--- src/rtl/shift_add_mult_ctrl_if.sv ---
// Request/response bundle for the shift-and-add multiplier sequencer.
// master: requester drives start/a/b and watches ready/busy/done/product.
// slave:  sequencer side; drives the status flags and the registered product.
interface shift_add_mult_ctrl_if #(
  parameter int WIDTH = 64
);
  logic                 start;
  logic [WIDTH-1:0]     a;
  logic [WIDTH-1:0]     b;
  logic                 ready;
  logic                 busy;
  logic                 done;
  logic [2*WIDTH-1:0]   product;

  modport master (
    output start, a, b,
    input  ready, busy, done, product
  );

  modport slave (
    input  start, a, b,
    output ready, busy, done, product
  );
endinterface

--- src/rtl/shift_add_mult_ctrl.sv ---
// Unsigned WIDTH x WIDTH -> 2*WIDTH multiply, one partial product per clock on a single adder.
// Latency: done pulses WIDTH cycles after the accept edge; start-to-start minimum is WIDTH+2 cycles.
// Backpressure: start is only taken while ready (IDLE); the requester holds start until accepted.
// Ports: clk, reset (sync, active-high); bus (slave): start/a/b in, ready/busy/done/product out.
module shift_add_mult_ctrl #(
  parameter int WIDTH = 64
) (
  input  logic                  clk,
  input  logic                  reset,
  shift_add_mult_ctrl_if.slave  bus
);

  localparam int CW = (WIDTH > 1) ? $clog2(WIDTH) : 1;

  typedef enum logic [1:0] {
    IDLE = 2'd0,
    RUN  = 2'd1,
    DONE = 2'd2
  } state_t;

  state_t           state;
  state_t           state_nxt;
  logic [WIDTH-1:0] mcand;
  logic [WIDTH-1:0] acc;
  logic [WIDTH-1:0] mq;
  logic [CW-1:0]    count;
  logic [WIDTH:0]   sum;
  logic             last;

  // The only adder: carry-out lands in sum[WIDTH] and becomes the new acc MSB.
  assign sum  = {1'b0, acc} + {1'b0, (mq[0] ? mcand : {WIDTH{1'b0}})};
  assign last = (count == CW'(WIDTH - 1));

  // State register
  always_ff @(posedge clk) begin
    if (reset) begin
      state <= IDLE;
    end else begin
      state <= state_nxt;
    end
  end

  // Next-state logic
  always_comb begin
    state_nxt = state;
    case (state)
      IDLE:    if (bus.start) state_nxt = RUN;
      RUN:     if (last)      state_nxt = DONE;
      DONE:                   state_nxt = IDLE;
      default:                state_nxt = IDLE;
    endcase
  end

  // Status outputs decoded from registered state only
  always_comb begin
    bus.ready = 1'b0;
    bus.busy  = 1'b0;
    bus.done  = 1'b0;
    case (state)
      IDLE:    bus.ready = 1'b1;
      RUN:     bus.busy  = 1'b1;
      DONE:    bus.done  = 1'b1;
      default: bus.ready = 1'b0;
    endcase
  end

  // Datapath: {acc, mq} doubles as the product register and the multiplier shifter.
  always_ff @(posedge clk) begin
    if (reset) begin
      mcand <= '0;
      acc   <= '0;
      mq    <= '0;
      count <= '0;
    end else begin
      case (state)
        IDLE: begin
          if (bus.start) begin
            mcand <= bus.a;
            mq    <= bus.b;
            acc   <= '0;
            count <= '0;
          end
        end
        RUN: begin
          // Right shift of {cout, sum, mq}: sum LSB moves into the top of mq.
          acc   <= sum[WIDTH:1];
          mq    <= {sum[0], mq[WIDTH-1:1]};
          count <= count + 1'b1;
        end
        default: begin
        end
      endcase
    end
  end

  assign bus.product = {acc, mq};

endmodule

--- src/flat_wrapper.sv ---
// flat-port wrapper written by rule: the top's interface ports become plain ports
module shift_add_mult_ctrl_flat 
#(
  parameter int WIDTH = 64
)
  (clk, reset, bus_start, bus_a, bus_b, bus_ready, bus_busy, bus_done, bus_product);
  shift_add_mult_ctrl_if #(.WIDTH(WIDTH)) bus_i ();
  input  logic clk;
  input  logic reset;
  input wire logic [$bits(bus_i.start)-1:0] bus_start;
  input wire logic [$bits(bus_i.a)-1:0] bus_a;
  input wire logic [$bits(bus_i.b)-1:0] bus_b;
  output wire logic [$bits(bus_i.ready)-1:0] bus_ready;
  output wire logic [$bits(bus_i.busy)-1:0] bus_busy;
  output wire logic [$bits(bus_i.done)-1:0] bus_done;
  output wire logic [$bits(bus_i.product)-1:0] bus_product;
  assign bus_i.start = bus_start;
  assign bus_i.a = bus_a;
  assign bus_i.b = bus_b;
  assign bus_ready = bus_i.ready;
  assign bus_busy = bus_i.busy;
  assign bus_done = bus_i.done;
  assign bus_product = bus_i.product;
  shift_add_mult_ctrl #(.WIDTH(WIDTH)) u_core (.clk(clk), .reset(reset), .bus(bus_i));
endmodule
--- config.mk ---
export PLATFORM = sky130hd
export DESIGN_NAME = shift_add_mult_ctrl_flat
export DESIGN_NICKNAME = d
export VERILOG_FILES = /design/src/rtl/shift_add_mult_ctrl_if.sv /design/src/rtl/shift_add_mult_ctrl.sv /design/src/flat_wrapper.sv
export SDC_FILE = /design/constraint.sdc
export NUM_CORES = 1
export LEC_CHECK = 0
export BUFFER_PORTS_ARGS = -buffer_cell sky130_fd_sc_hd__buf_4
export CORE_MARGIN = 1
export CORE_UTILIZATION = 34
export DETAILED_ROUTE_END_ITERATION = 12
export GPL_TIMING_DRIVEN = 0
export SLEW_MARGIN = 20
export SYNTH_ARGS = -nofsm -noshare
export SYNTH_HDL_FRONTEND = slang
export SYNTH_SLANG_ARGS = --single-unit
--- constraint.sdc ---
create_clock -name clk -period 3.5 [get_ports clk]
set_input_delay 0.175 -clock clk [delete_from_list [all_inputs] [get_ports clk]]
set_output_delay 0.175 -clock clk [all_outputs]
set_load 0.05 [all_outputs]
==> out/summary.md, run 1 <==
The largest single stage delay on the critical path is 0.49 ns. The total power divided by cell area came out at 347 nW/um^2. The simple-gate share of the synthesized area was 0.211.

The fraction of the mapped netlist area in compound gates is 0.262, and the share of flip-flops with an asynchronous set or reset is 0. The hold violation total from the final report came out at 0. The number of buffers and inverters on the critical path is 2. The cell area that synthesis handed to floorplanning was 11000 sq um. The first routing iteration left 637 violations. Leaving out fill and tap cells, the most frequent cell in the layout is sky130_fd_sc_hd__nand2_1. The tools report the number of buffers between clock root and the deepest sink as 2.

Summed over all layers, the global routing overflow is 0. The clock tree root buffer cell was sky130_fd_sc_hd__clkbuf_16. The floorplan has 65 rows. The area growth from synthesis to layout was 43.4%; the fraction of synthesized area in multiplexers was 0.000909. The logs give 0 for the number of max-slew violations in the final report and 0.230 for the global-route usage over all layers. The logs give 28.9 mm for the final HPWL from detailed placement and 262 for the I/O pin count. Traced cell by cell, the critical path runs through clkbuf_16 -> and2_4 -> ha_4 -> inv_4 -> fa_2 -> and2b_2 -> o31ai_4 -> a21oi_4 -> a31oi_4 -> o41a_1 -> or3_4 -> o21ai_4 -> a31oi_2 -> xnor2_1 -> o21ai_1. The cell family contributing the most delay on the critical path is compound AO/OA/AOI/OAI gates. Timing would allow up to 286 MHz. The tools report the worst-case clock skew as 0.0170 ns. After synthesis, the largest family of logic cells by area is compound AO/OA/AOI/OAI gates.

The tools report the clock sink total as 200. Setup violations remaining at the end of the flow were counted as 0. The logs give 0.363 for the share of synthesized area occupied by flip-flops and latches and 0.335 mV for the highest ir drop seen on vdd.

The remaining max-slew budget at the tightest pin came out at 0.353. The flow ran to the end, and the final reports show no timing, DRC or antenna violations. The minimum clock period after layout is 3.50 ns. The floorplan step defined a die boundary enclosing 33100 sq um. The logs give 1441 for the instance count of the mapped netlist and 31700 sq um for the core area. The proportion of layout cells with a drive suffix above 1 was 0.221. In the layout the commonest cells are 308 x sky130_fd_sc_hd__nand2_1, 284 x sky130_fd_sc_hd__buf_4, 199 x sky130_fd_sc_hd__dfxtp_1, 181 x sky130_fd_sc_hd__a21oi_1, 106 x sky130_fd_sc_hd__dlygate4sd3_1.

The total placed instance area is 13500 sq um. Port buffering added 261 buffers. Routability-driven placement finished with a final weighted congestion of 0.911. The routed wire length is 38.8 mm, and the overall via count from detail_route is 11700. The startpoint kind of the worst setup timing path is a flop.

STA classifies the critical path endpoint as a flop. The most critical setup path has its startpoint at u_core.mq[0]. The register clock-pin slew on the reported worst setup and hold paths is 0.08 ns, and the maximum number of pins on one net before global-route repair is 21. Final net count: 2038. 0 antenna diodes ended up in the layout. The die is 182 um tall. The run gives 0 as the max-capacitance violation count. The critical path is of the flop to flop type. For this design the static power due to leakage is 6.61 nW. The width of the chip is 182 um, and the net count after synthesis is 1638. The largest driver fanout on the critical path is 5, and the number of detailed-routing iterations run before antenna repair is 5. The initial antenna violation count was 0.

At the pin with the least slew margin, the transition time is 0.971 ns. Overall power consumption after layout is estimated at 5.48 mW. The run gives 3.83 ns as the worst path arrival time. The clock tree synthesis step divided the H-tree into 4 levels.

TritonCTS built the clock tree. The startpoint of the worst hold path was bus_b[22]. Setup repair after global routing could not meet its margin everywhere. The finished cells cover 15800 sq um. Yosys mapped a number of flops with a built-in enable equal to 0. Post-synthesis sequential element count: 200. The clock reaches the later pin of the worst-skew pair after 0.46 ns. The min-delay analysis places its worst path in the category primary input to flop.

Final cycle utilization of the critical path: 0.999. For the via count of the first global-routing pass, the log shows 11500. In this run, CTS created clock tree buffers numbering 17. The first global-routing pass estimated 60.2 mm of wire.

Counting distinct cell types in the post-synthesis netlist gives 60. The required arrival time at the worst endpoint was 3.83 ns; the per-cell via count in the routed design was 5.19. Reg-to-reg critical path startpoint: u_core.mq[0].

The mean instance size in the synthesized netlist came out at 7.64 sq um. The area share of fa/ha/maj cells after synthesis was 0.0756. The tools report the number of synthesis warnings as 0. The starting density of the core came out at 0.347.

After detailed routing, the average wire length per cell comes to 17.2 um. Among all stages on the critical path, the largest delay is contributed by sky130_fd_sc_hd__o41a_1. The parity-gate share of the synthesized area counting xor and xnor cells is 0.0461, and the final routed DRC violation total is 0. Top flip-flop cell by instance count after synthesis: sky130_fd_sc_hd__dfxtp_1. The count of nets left with antenna violations once routing finished came out at 0.
==> worst reg2reg max path, delay by kind of cell, from the launching register on <==
family                   cells  cell delay, ns
adder cells (fa/ha/maj)      2            0.52
AND/OR/NAND/NOR              3            0.83
buffers and inverters        2            0.20
XOR/XNOR                     1            0.18
flip-flops                   1            0.37
AO/OA/AOI/OAI                7            1.28
==> report_power, final <==
part | internal [mW] | total (mW) | leakage (nW) | switching, mW
sequential | 2.38 | 2.46 | 1.63 | 0.0820
clock | 0.977 | 2.00 | 0.289 | 1.03
combinational | 0.389 | 1.01 | 4.69 | 0.623
total | 3.75 | 5.48 | 6.61 | 1.73
==> kinds of logic (layout without fill, tap and decap cells) <==
| family | Yosys count | in the layout |
|---|---|---|
| AOI/OAI and AO/OA | 474 | 474 |
| xor gates and xnor gates | 58 | 58 |
| DFF | 200 | 200 |
| adders and majority gates | 66 | 66 |
| muxes | 1 | 1 |
| buffers and inverters | 116 | 529 |
| and+or+nand+nor | 526 | 526 |
==> registers in the layout (all words and copies together) (netlist names) <==
signal and flops:
u_core.acc 64, u_core.count 6, u_core.mcand 64, u_core.mq 64, u_core.state 2
==> layer usage <==
layer	part of all wire	vias up	track usage
li1	-	5839	-
met2	0.50	333	0.407
met5	0	-	0
met4	0.014	0	0.0672
met3	0.061	40	0.0540
met1	0.43	5504	0.275
==> timing repair <==
action	in CTS	in global routing
gates resized for setup	60	71
pin swaps	17	29
gates cloned	0	1
setup endpoints to repair	39	27
hold buffers	106	0
hold endpoints to repair	106	0
buffers inserted	9	13
==> synth_stat cells, types with 5 or more instances <==
cell type | count | share of area
sky130_fd_sc_hd__clkbuf_1 | 86 | 0.029
sky130_fd_sc_hd__a21o_1 | 40 | 0.027
sky130_fd_sc_hd__o31ai_1 | 5 | 0.0034
sky130_fd_sc_hd__xnor2_1 | 35 | 0.028
sky130_fd_sc_hd__xor2_1 | 23 | 0.018
sky130_fd_sc_hd__a311oi_1 | 7 | 0.0056
sky130_fd_sc_hd__or3_1 | 6 | 0.0034
sky130_fd_sc_hd__a22oi_1 | 56 | 0.038
sky130_fd_sc_hd__nand2b_1 | 7 | 0.0040
sky130_fd_sc_hd__nor3_1 | 6 | 0.0027
sky130_fd_sc_hd__and3_1 | 6 | 0.0034
sky130_fd_sc_hd__nor2b_1 | 7 | 0.0040
sky130_fd_sc_hd__buf_1 | 5 | 0.0017
sky130_fd_sc_hd__inv_1 | 18 | 0.0061
sky130_fd_sc_hd__nand2_1 | 310 | 0.11
sky130_fd_sc_hd__a31oi_1 | 13 | 0.0074
sky130_fd_sc_hd__o21a_1 | 11 | 0.0075
sky130_fd_sc_hd__nand3_1 | 22 | 0.010
sky130_fd_sc_hd__nor2_1 | 66 | 0.022
sky130_fd_sc_hd__o21ai_1 | 6 | 0.0027
sky130_fd_sc_hd__nand4_1 | 15 | 0.0085
sky130_fd_sc_hd__a21oi_1 | 194 | 0.088
sky130_fd_sc_hd__ha_1 | 65 | 0.074
sky130_fd_sc_hd__o21ai_0 | 93 | 0.042
sky130_fd_sc_hd__buf_2 | 6 | 0.0027
sky130_fd_sc_hd__and2_1 | 68 | 0.039
sky130_fd_sc_hd__o21bai_1 | 15 | 0.010
sky130_fd_sc_hd__a211oi_1 | 7 | 0.0048
sky130_fd_sc_hd__dfxtp_1 | 200 | 0.36
==> area by class of cell <==
type	count	area (sq um)
plain buffers	88	377
flip-flops and latches	200	4010
inverters	19	73.8
well taps	402	503
repair buffers	390	3200
multi-input cells	1125	7060
fillers	3053	15900
clock inverters	14	143
clock buffers	18	439
==> path summary, 6_finish.rpt <==
| kind | end | slack, ns | depth (start not counted) |
|---|---|---|---|
| max | u_core.acc[41] | 0.002 | 15 |
| min | u_core.mq[22] | 0.01 | 3 |
| max reg2reg | u_core.acc[41] | 0.002 | 15 |
| min reg2reg | u_core.mcand[15] | 0.45 | 2 |
==> metrics by stage <==
step / hold slack [ns] / utilization / std cells / worst slack, ns / setup TNS, ns
after global routing: 0.00636 / 0.498 / 2256 / -0.124 / -0.500
after detailed placement: 0.432 / 0.425 / 2104 / -0.897 / -14.73
after global placement: 0.428 / 0.425 / 2104 / -0.811 / -13.36
after floorplan: 0.311 / - / 1441 / 0.0738 / 0
after CTS: 0.0000507 / 0.488 / 2248 / -0.00609 / -0.00609
final: 0.0137 / 0.498 / 2256 / 0.00194 / 0
No activity file was read; power rests on OpenSTA's default activity.
==> inputs of run 2 (changes only) <==
--- a/config.mk
+++ b/config.mk
@@ -8,6 +8,7 @@
 export BUFFER_PORTS_ARGS = -buffer_cell sky130_fd_sc_hd__buf_4
 export CORE_MARGIN = 1
 export CORE_UTILIZATION = 34
+export CTS_BUF_LIST = sky130_fd_sc_hd__clkbuf_2
 export DETAILED_ROUTE_END_ITERATION = 12
 export GPL_TIMING_DRIVEN = 0
 export SLEW_MARGIN = 20
==> run 2 against run 1 <==
Compared with the run above: critical endpoint unchanged; die area did not move; final cell count rose by 3.1%; design area rose by 1.9%; via count rose by 2.7%.
==> out/summary.md, run 2 (synthesis gave the netlist of run 1 again) <==
The slew of the pin with the lowest slew margin is 0.979 ns. The remaining max-slew budget at the tightest pin was 0.347; the clock sink total was 200. The tools report the worst-case setup slack after placement as -0.897 ns. The via count of the first global-routing pass is 12000, and the starting density of the core is 0.347.

The total power divided by cell area came out at 294 nW/um^2. TritonCTS built the clock tree. Fmax: 288 MHz. After the first detailed-routing iteration, the DRC count stood at 610. In this run the standard cell core region covers 31700 sq um.

The number of max-slew violations in the final report came out at 0. The run gives 2 as the initial antenna violation count. The largest driver fanout on the critical path is 5, and the number of nets still failing antenna checks after routing is 0.

The run gives 0.911 as the last weighted congestion value of the routability-driven placer. The setup TNS after final layout was 0 ns. The total overflow left after global routing is 0. The detailed router placed 12000 vias in this run.

From bottom edge to top edge, the die measures 182 um. The root buffer cell chosen for the clock tree is sky130_fd_sc_hd__clkbuf_2. The initialized floorplan defines 65 standard-cell rows. The worst hold-check path type is primary input to flop. The library cells used most frequently in the layout, excluding fill and tap cells, are 308 x sky130_fd_sc_hd__nand2_1, 286 x sky130_fd_sc_hd__buf_4, 199 x sky130_fd_sc_hd__dfxtp_1, 181 x sky130_fd_sc_hd__a21oi_1, 171 x sky130_fd_sc_hd__dlygate4sd3_1.

For hold timing, the worst endpoint is u_core.mcand[13]. The register clock-pin slew on the reported worst setup and hold paths is 0.34 ns, and the final cycle utilization of the critical path is 0.994. The number of buffers inserted by port buffering came out at 261.

Setup violations remaining at the end of the flow were counted as 0. The logs give 4010 sq um for the footprint of the flip-flops and latches and 0.89 ns for the clock latency of the later-clocked register in the worst-skew pair. The reg-to-reg critical path startpoint was u_core.mq[0]. The analysis attributes to cell leakage a power of 6.78 nW. The width of the chip works out to 182 um.

The flow ran to the end, and the final reports show no timing, DRC or antenna violations. The largest registers in the layout are u_core.acc x64, u_core.mcand x64, u_core.mq x64. After detailed routing, the average wire length per cell comes to 17.1 um. In this run the critical register-to-register path is captured at u_core.acc[41]. The clock period could shrink to 3.48 ns.

STA classifies the critical path startpoint as a flop. The worst-case clock skew came out at 0.0728 ns. At the worst endpoint, the required time is 4.24 ns. The tools report the hold violation total from the final report as 0. Final net count: 2106.

Setup repair after global routing could not meet its margin everywhere. The tool flagged a number of max-cap violations equal to 0. Hold is met by 0.0830 ns. The worst hold path passes through 4 cells. For this run, the detailed router's first-pass iteration total came to 5.

I/O pin count: 262. The wire-length estimate of the detail-placed layout is 28.9 mm. Proportion of layout cells with a drive suffix above 1: 0.212. For the worst setup path, the data arrival time is 4.22 ns.

The worst setup path is of the flop to flop kind. The run gives 21 as the maximum number of pins on one net before global-route repair. Startpoint of the worst hold path: bus_a[13]. From synthesis to final layout, the design area changed by 46.1%. IR analysis of the VDD net gives a maximum drop of 0.221 mV. Maximum level of the CTS H-tree: 4. The clock passes through at most 2 buffers. Fill cell total of the finished layout: 3052. The logs give 0.236 for the global-route usage over all layers and 0 for the final routed DRC violation total.

Per-cell via count in the routed design: 5.17. The worst setup path is captured at a flop. The area used by multi-input combinational logic is 7030 sq um. Across all register-to-register paths, the minimum setup slack is 0.02 ns.

After layout, the worst setup slack is 0.0224 ns. The tools report the first-pass GRT wire length as 61.7 mm. The design draws 4.74 mW.

Leaving out fill and tap cells, the most frequent cell in the layout is sky130_fd_sc_hd__nand2_1. The die covers 33100 sq um. The core utilization of the finished layout was 0.507; the total CTS buffers was 17. Counting cells, the worst reg-to-reg path comes to 15. The tools report the routed wire length as 39.9 mm.
run 2: repair_timing:
action                     CTS  global route
gates cloned                 1             0
pin swaps                   22            30
hold endpoints to repair   131             0
gates resized for setup     66            62
hold buffers               171             0
setup buffers               14            11
setup endpoints to repair   40            28
run 2: metrics by stage:
stage | cells | area (sq um)
CTS | 2318 | 15800
detailed placement | 2104 | 13500
floorplan | 1441 | 11000
global route | 2326 | 16100
finish | 2326 | 16100
global placement | 2104 | 13500
run 2: worst max-delay path by stage:
stage / start / end / slack [ns] / cells after the start
after floorplan: u_core.mq[0] / u_core.acc[61] / 0.07 / 15
after global placement: u_core.mq[0] / u_core.acc[56] / -0.81 / 15
after detailed placement: u_core.mq[0] / u_core.acc[60] / -0.90 / 15
after CTS: u_core.mq[0] / u_core.acc[41] / -0.02 / 15
after global routing: u_core.mq[0] / u_core.acc[41] / -0.12 / 15
final: u_core.mq[0] / u_core.acc[41] / 0.02 / 15
run 2: routing by layer:
layer | GRT usage | wire [um] | vias up
met4 | 0.0938 | 1190 | 0
met5 | 0 | 0 | -
met2 | 0.412 | 19300 | 353
li1 | - | - | 5975
met3 | 0.0606 | 2530 | 69
met1 | 0.275 | 16800 | 5638
run 2: power by group:
group / internal (mW) / switching [mW] / leakage (nW)
clock: 0.239 / 0.941 / 0.145
sequential: 2.40 / 0.0827 / 1.63
combinational: 0.440 / 0.639 / 5.00
total: 3.07 / 1.66 / 6.78
run 2: layout make-up:
| type | count | share of cell area |
|---|---|---|
| Antenna cell | 2 | 0.000311 |
| Buffer | 88 | 0.0232 |
| Clock buffer | 17 | 0.00529 |
| Clock inverter | 15 | 0.00910 |
| Inverter | 19 | 0.00443 |
| Multi-Input combinational cell | 1125 | 0.437 |
| Sequential cell | 200 | 0.249 |
| Tap cell | 402 | 0.0313 |
| Timing Repair Buffer | 458 | 0.241 |
run 2: critical path, cell delays in order, from the launching register on:
cell	delay, ns
sky130_fd_sc_hd__dfxtp_4	0.44
sky130_fd_sc_hd__clkbuf_16	0.17
sky130_fd_sc_hd__and2_4	0.15
sky130_fd_sc_hd__ha_4	0.12
sky130_fd_sc_hd__inv_2	0.03
sky130_fd_sc_hd__fa_2	0.33
sky130_fd_sc_hd__and2b_2	0.25
sky130_fd_sc_hd__o31ai_4	0.07
sky130_fd_sc_hd__a21oi_4	0.21
sky130_fd_sc_hd__a31oi_4	0.12
sky130_fd_sc_hd__o41a_1	0.49
sky130_fd_sc_hd__or3_4	0.41
sky130_fd_sc_hd__o21ai_4	0.16
sky130_fd_sc_hd__a31oi_2	0.11
sky130_fd_sc_hd__xnor2_1	0.20
sky130_fd_sc_hd__o21ai_1	0.07
==> inputs of run 3 (changes only) <==
--- a/config.mk
+++ b/config.mk
@@ -6,11 +6,13 @@
 export NUM_CORES = 1
 export LEC_CHECK = 0
 export BUFFER_PORTS_ARGS = -buffer_cell sky130_fd_sc_hd__buf_4
-export CORE_MARGIN = 1
+export CELL_PAD_IN_SITES_DETAIL_PLACEMENT = 1
+export CELL_PAD_IN_SITES_GLOBAL_PLACEMENT = 1
 export CORE_UTILIZATION = 34
 export CTS_BUF_LIST = sky130_fd_sc_hd__clkbuf_2
 export DETAILED_ROUTE_END_ITERATION = 12
 export GPL_TIMING_DRIVEN = 0
+export PLACE_DENSITY_LB_ADDON = 0.1
 export SLEW_MARGIN = 20
 export SYNTH_ARGS = -nofsm -noshare
 export SYNTH_HDL_FRONTEND = slang
==> run 3 against run 2 <==
Compared with the run above: the run now ends with negative setup slack left; global-route usage is 2.3 points higher; critical path type unchanged; final cell count rose by 1.5%; count of clock-buffer cells in the layout stayed put; sequential power about the same; critical endpoint is now u_core.acc[55]; clock skew rose by 0.018 ns; clock power increased by 14%.
==> out/summary.md, run 3 (synthesis gave the netlist of run 1 again) <==
Measured along the x axis, the die boundary spans 182 um. The number of clock buffers added by TritonCTS is 17. Routed wire length: 44.0 mm.

The row count is 65, and the final routed DRC violation total is 0. The leftover overflow at the end of global routing came out at 0. Cell family contributing the most delay on the critical path: compound AO/OA/AOI/OAI gates.

Worst hold-check path type: primary input to flop. In this run the critical register-to-register path is captured at u_core.acc[55]. Across the VDD grid, the largest voltage drop is 0.223 mV.

Following the worst setup path forward leads to its endpoint at u_core.acc[55]. In the final routing, the length of wire on met1 measures 19.2 mm. Pin placement for this block handled 262 I/O pins. During placement, the flow inserted port buffers numbering 261. The via count of the first global-routing pass was 12800. The number of max-slew violations in the final report is 0, and the clock latency of the later-clocked register in the worst-skew pair is 0.89 ns.

The highest cell delay on the worst timing path is 0.44 ns. Measured along the y axis, the die boundary spans 182 um. The routed design uses 22.0 mm of met2 wire. In this run the remaining antenna-violating nets after routing total 0. The worst path buffer plus inverter count came out at 5.

Compared with the post-synthesis result, the final layout area differs by 50.3%. In the final layout, the registers with the most flip-flops are u_core.acc x64, u_core.mcand x64, u_core.mq x64. The sum of internal, switching and leakage power was 4.94 mW; the initial antenna violation count was 4.

Starting density of the core: 0.347. Summed over all failing endpoints, the final setup total negative slack is -0.104 ns. The routed layout has 12300 vias. At the end of the flow, the number of nets in the layout was 2141. By instance count, the cell type seen most on the critical path is sky130_fd_sc_hd__buf_6.

Counting every sink on the clock net gives 200. The routed wire length per instance was 18.6 um; the total power divided by cell area was 299 nW/um^2. The met3 wire length was 2.12 mm; the proportion of layout cells with a drive suffix above 1 was 0.218. The startpoint of the worst setup timing path is u_core.mq[0]. The maximum number of pins on one net before global-route repair came out at 22. The commonest non-fill, non-tap cell in the layout is sky130_fd_sc_hd__nand2_1. The worst setup path is captured at a flop.

The signal on the critical path passes through clkbuf_16 -> and2_4 -> ha_4 -> inv_2 -> fa_2 -> and2b_2 -> o31ai_4 -> a21oi_4 -> buf_6 -> o21ai_1 -> nand2b_1 -> a31oi_4 -> o31ai_4 -> buf_6 -> a21oi_4 -> buf_6 -> o41ai_4 -> xnor2_1 -> o21ai_1. The class of the most critical setup path is flop to flop. The tools report the total die area as 33100 sq um. The run gives 7.01 nW as the standby leakage power. The tools report the number of detailed-routing iterations run before antenna repair as 5.

The detailed router used layers up to and including met5. Clock-pin slew was measured on the worst setup and hold paths at 0.37 ns. The critical path runs through a total of 19 cells. The H-tree generated during clock tree synthesis spans 4 levels.

In this run the worst path has a maximum fanout of 5. The reg-to-reg critical path startpoint is u_core.mq[0]. Worst-case clock skew: 0.0910 ns.

For this block, the initial DRC count from the detailed router was 560. For the final setup slack of the worst path, the log shows -0.104 ns. The instance count along the most critical hold path works out to 4. The last weighted congestion value of the routability-driven placer was 0.844; the number of cells on the worst reg-to-reg path was 19. TritonCTS built the clock tree. The run gives 277 MHz as the fmax. Max-cap violations in this run came to 0. Worst path arrival time: 4.39 ns. At the pin with the least slew margin, the transition time is 1.05 ns. Leaving out fill and tap cells, the most frequent cells in the layout are 308 x sky130_fd_sc_hd__nand2_1, 295 x sky130_fd_sc_hd__buf_4, 199 x sky130_fd_sc_hd__dfxtp_1, 198 x sky130_fd_sc_hd__dlygate4sd3_1, 180 x sky130_fd_sc_hd__a21oi_1. The total of endpoints with negative setup slack in the final report came out at 1. The first global-routing pass estimated 68.5 mm of wire. The final HPWL from detailed placement came out at 30.4 mm.

The run finished, with violations left. The final cycle utilization of the critical path is 1.03. The critical path's slowest cell was sky130_fd_sc_hd__dfxtp_4.

The tools report the hold violation total from the final report as 0. The run gives 0.0972 ns as the smallest hold slack. The checks that failed: negative setup slack.

The per-cell via count in the routed design was 5.20; the remaining max-slew budget at the tightest pin was 0.303. Setup repair after global routing could not meet its margin everywhere. Across all register-to-register paths, the minimum setup slack is -0.10 ns. The core area was 31700 sq um; the required arrival time at the worst endpoint was 4.29 ns. After layout, the minimum clock period comes to 3.60 ns. The worst setup path is launched from a flop. The clock tree root buffer cell was sky130_fd_sc_hd__clkbuf_2. For the global-route usage over all layers, the log shows 0.259. Counting along the longest clock path gives a buffer depth of 2.
run 3: metal layers:
metal  GRT usage  up-vias
met3      0.0636       47
li1            -     6027
met2       0.463      249
met1       0.314     5948
met5           0        -
met4      0.0538        2
run 3: worst register-to-register path: cells and delay by family (launching register included):
kind            cells  cell delay (ns)
compound gates      8             1.28
xor+xnor            1             0.16
fa+ha+maj           2             0.47
buf+inv             5             0.62
flops               1             0.44
simple gates        3             0.60
run 3: how the worst min path moves through the flow:
stage	endpoint	startpoint	slack [ns]
final	u_core.mq[26]	bus_b[26]	0.1
after global routing	u_core.mq[26]	bus_b[26]	0.008
after CTS	u_core.mq[1]	bus_b[1]	0.001
after detailed placement	u_core.mcand[15]	bus_a[15]	0.43
after global placement	u_core.mcand[54]	bus_a[54]	0.42
after floorplan	u_core.mcand[0]	bus_a[0]	0.31
run 3: metrics by stage:
step,instance area (sq um),instances,worst slack (ns),utilization
finish,16600,2362,-0.104,0.522
global route,16600,2362,-0.173,0.522
CTS,16100,2343,-0.0134,0.509
detailed placement,13500,2104,-0.973,0.425
global placement,13500,2104,-0.929,0.425
floorplan,11000,1441,0.0738,-
run 3: area by class of cell:
cell class	count	area, sq um
diodes	3	7.51
plain buffers	87	399
clock buffers	17	85.1
clock inverters	15	200
fillers	3856	15200
inverters	19	71.3
multi-input cells	1125	7070
flip-flops and latches	200	4010
well taps	402	503
repair buffers	494	4220
run 3: power breakdown:
| group | internal, mW | total [mW] | switching, mW |
|---|---|---|---|
| Clock | 0.330 | 1.34 | 1.01 |
| Combinational | 0.462 | 1.12 | 0.661 |
| Sequential | 2.40 | 2.48 | 0.0804 |
run 3: what timing repair did:
| action | CTS | global route |
|---|---|---|
| endpoints found under the hold margin | 132 | 4 |
| pin swaps | 17 | 27 |
| hold buffers | 194 | 4 |
| resized for setup | 71 | 75 |
| cloned | 0 | 1 |
| endpoints found under the setup margin | 41 | 26 |
| buffers inserted | 16 | 18 |
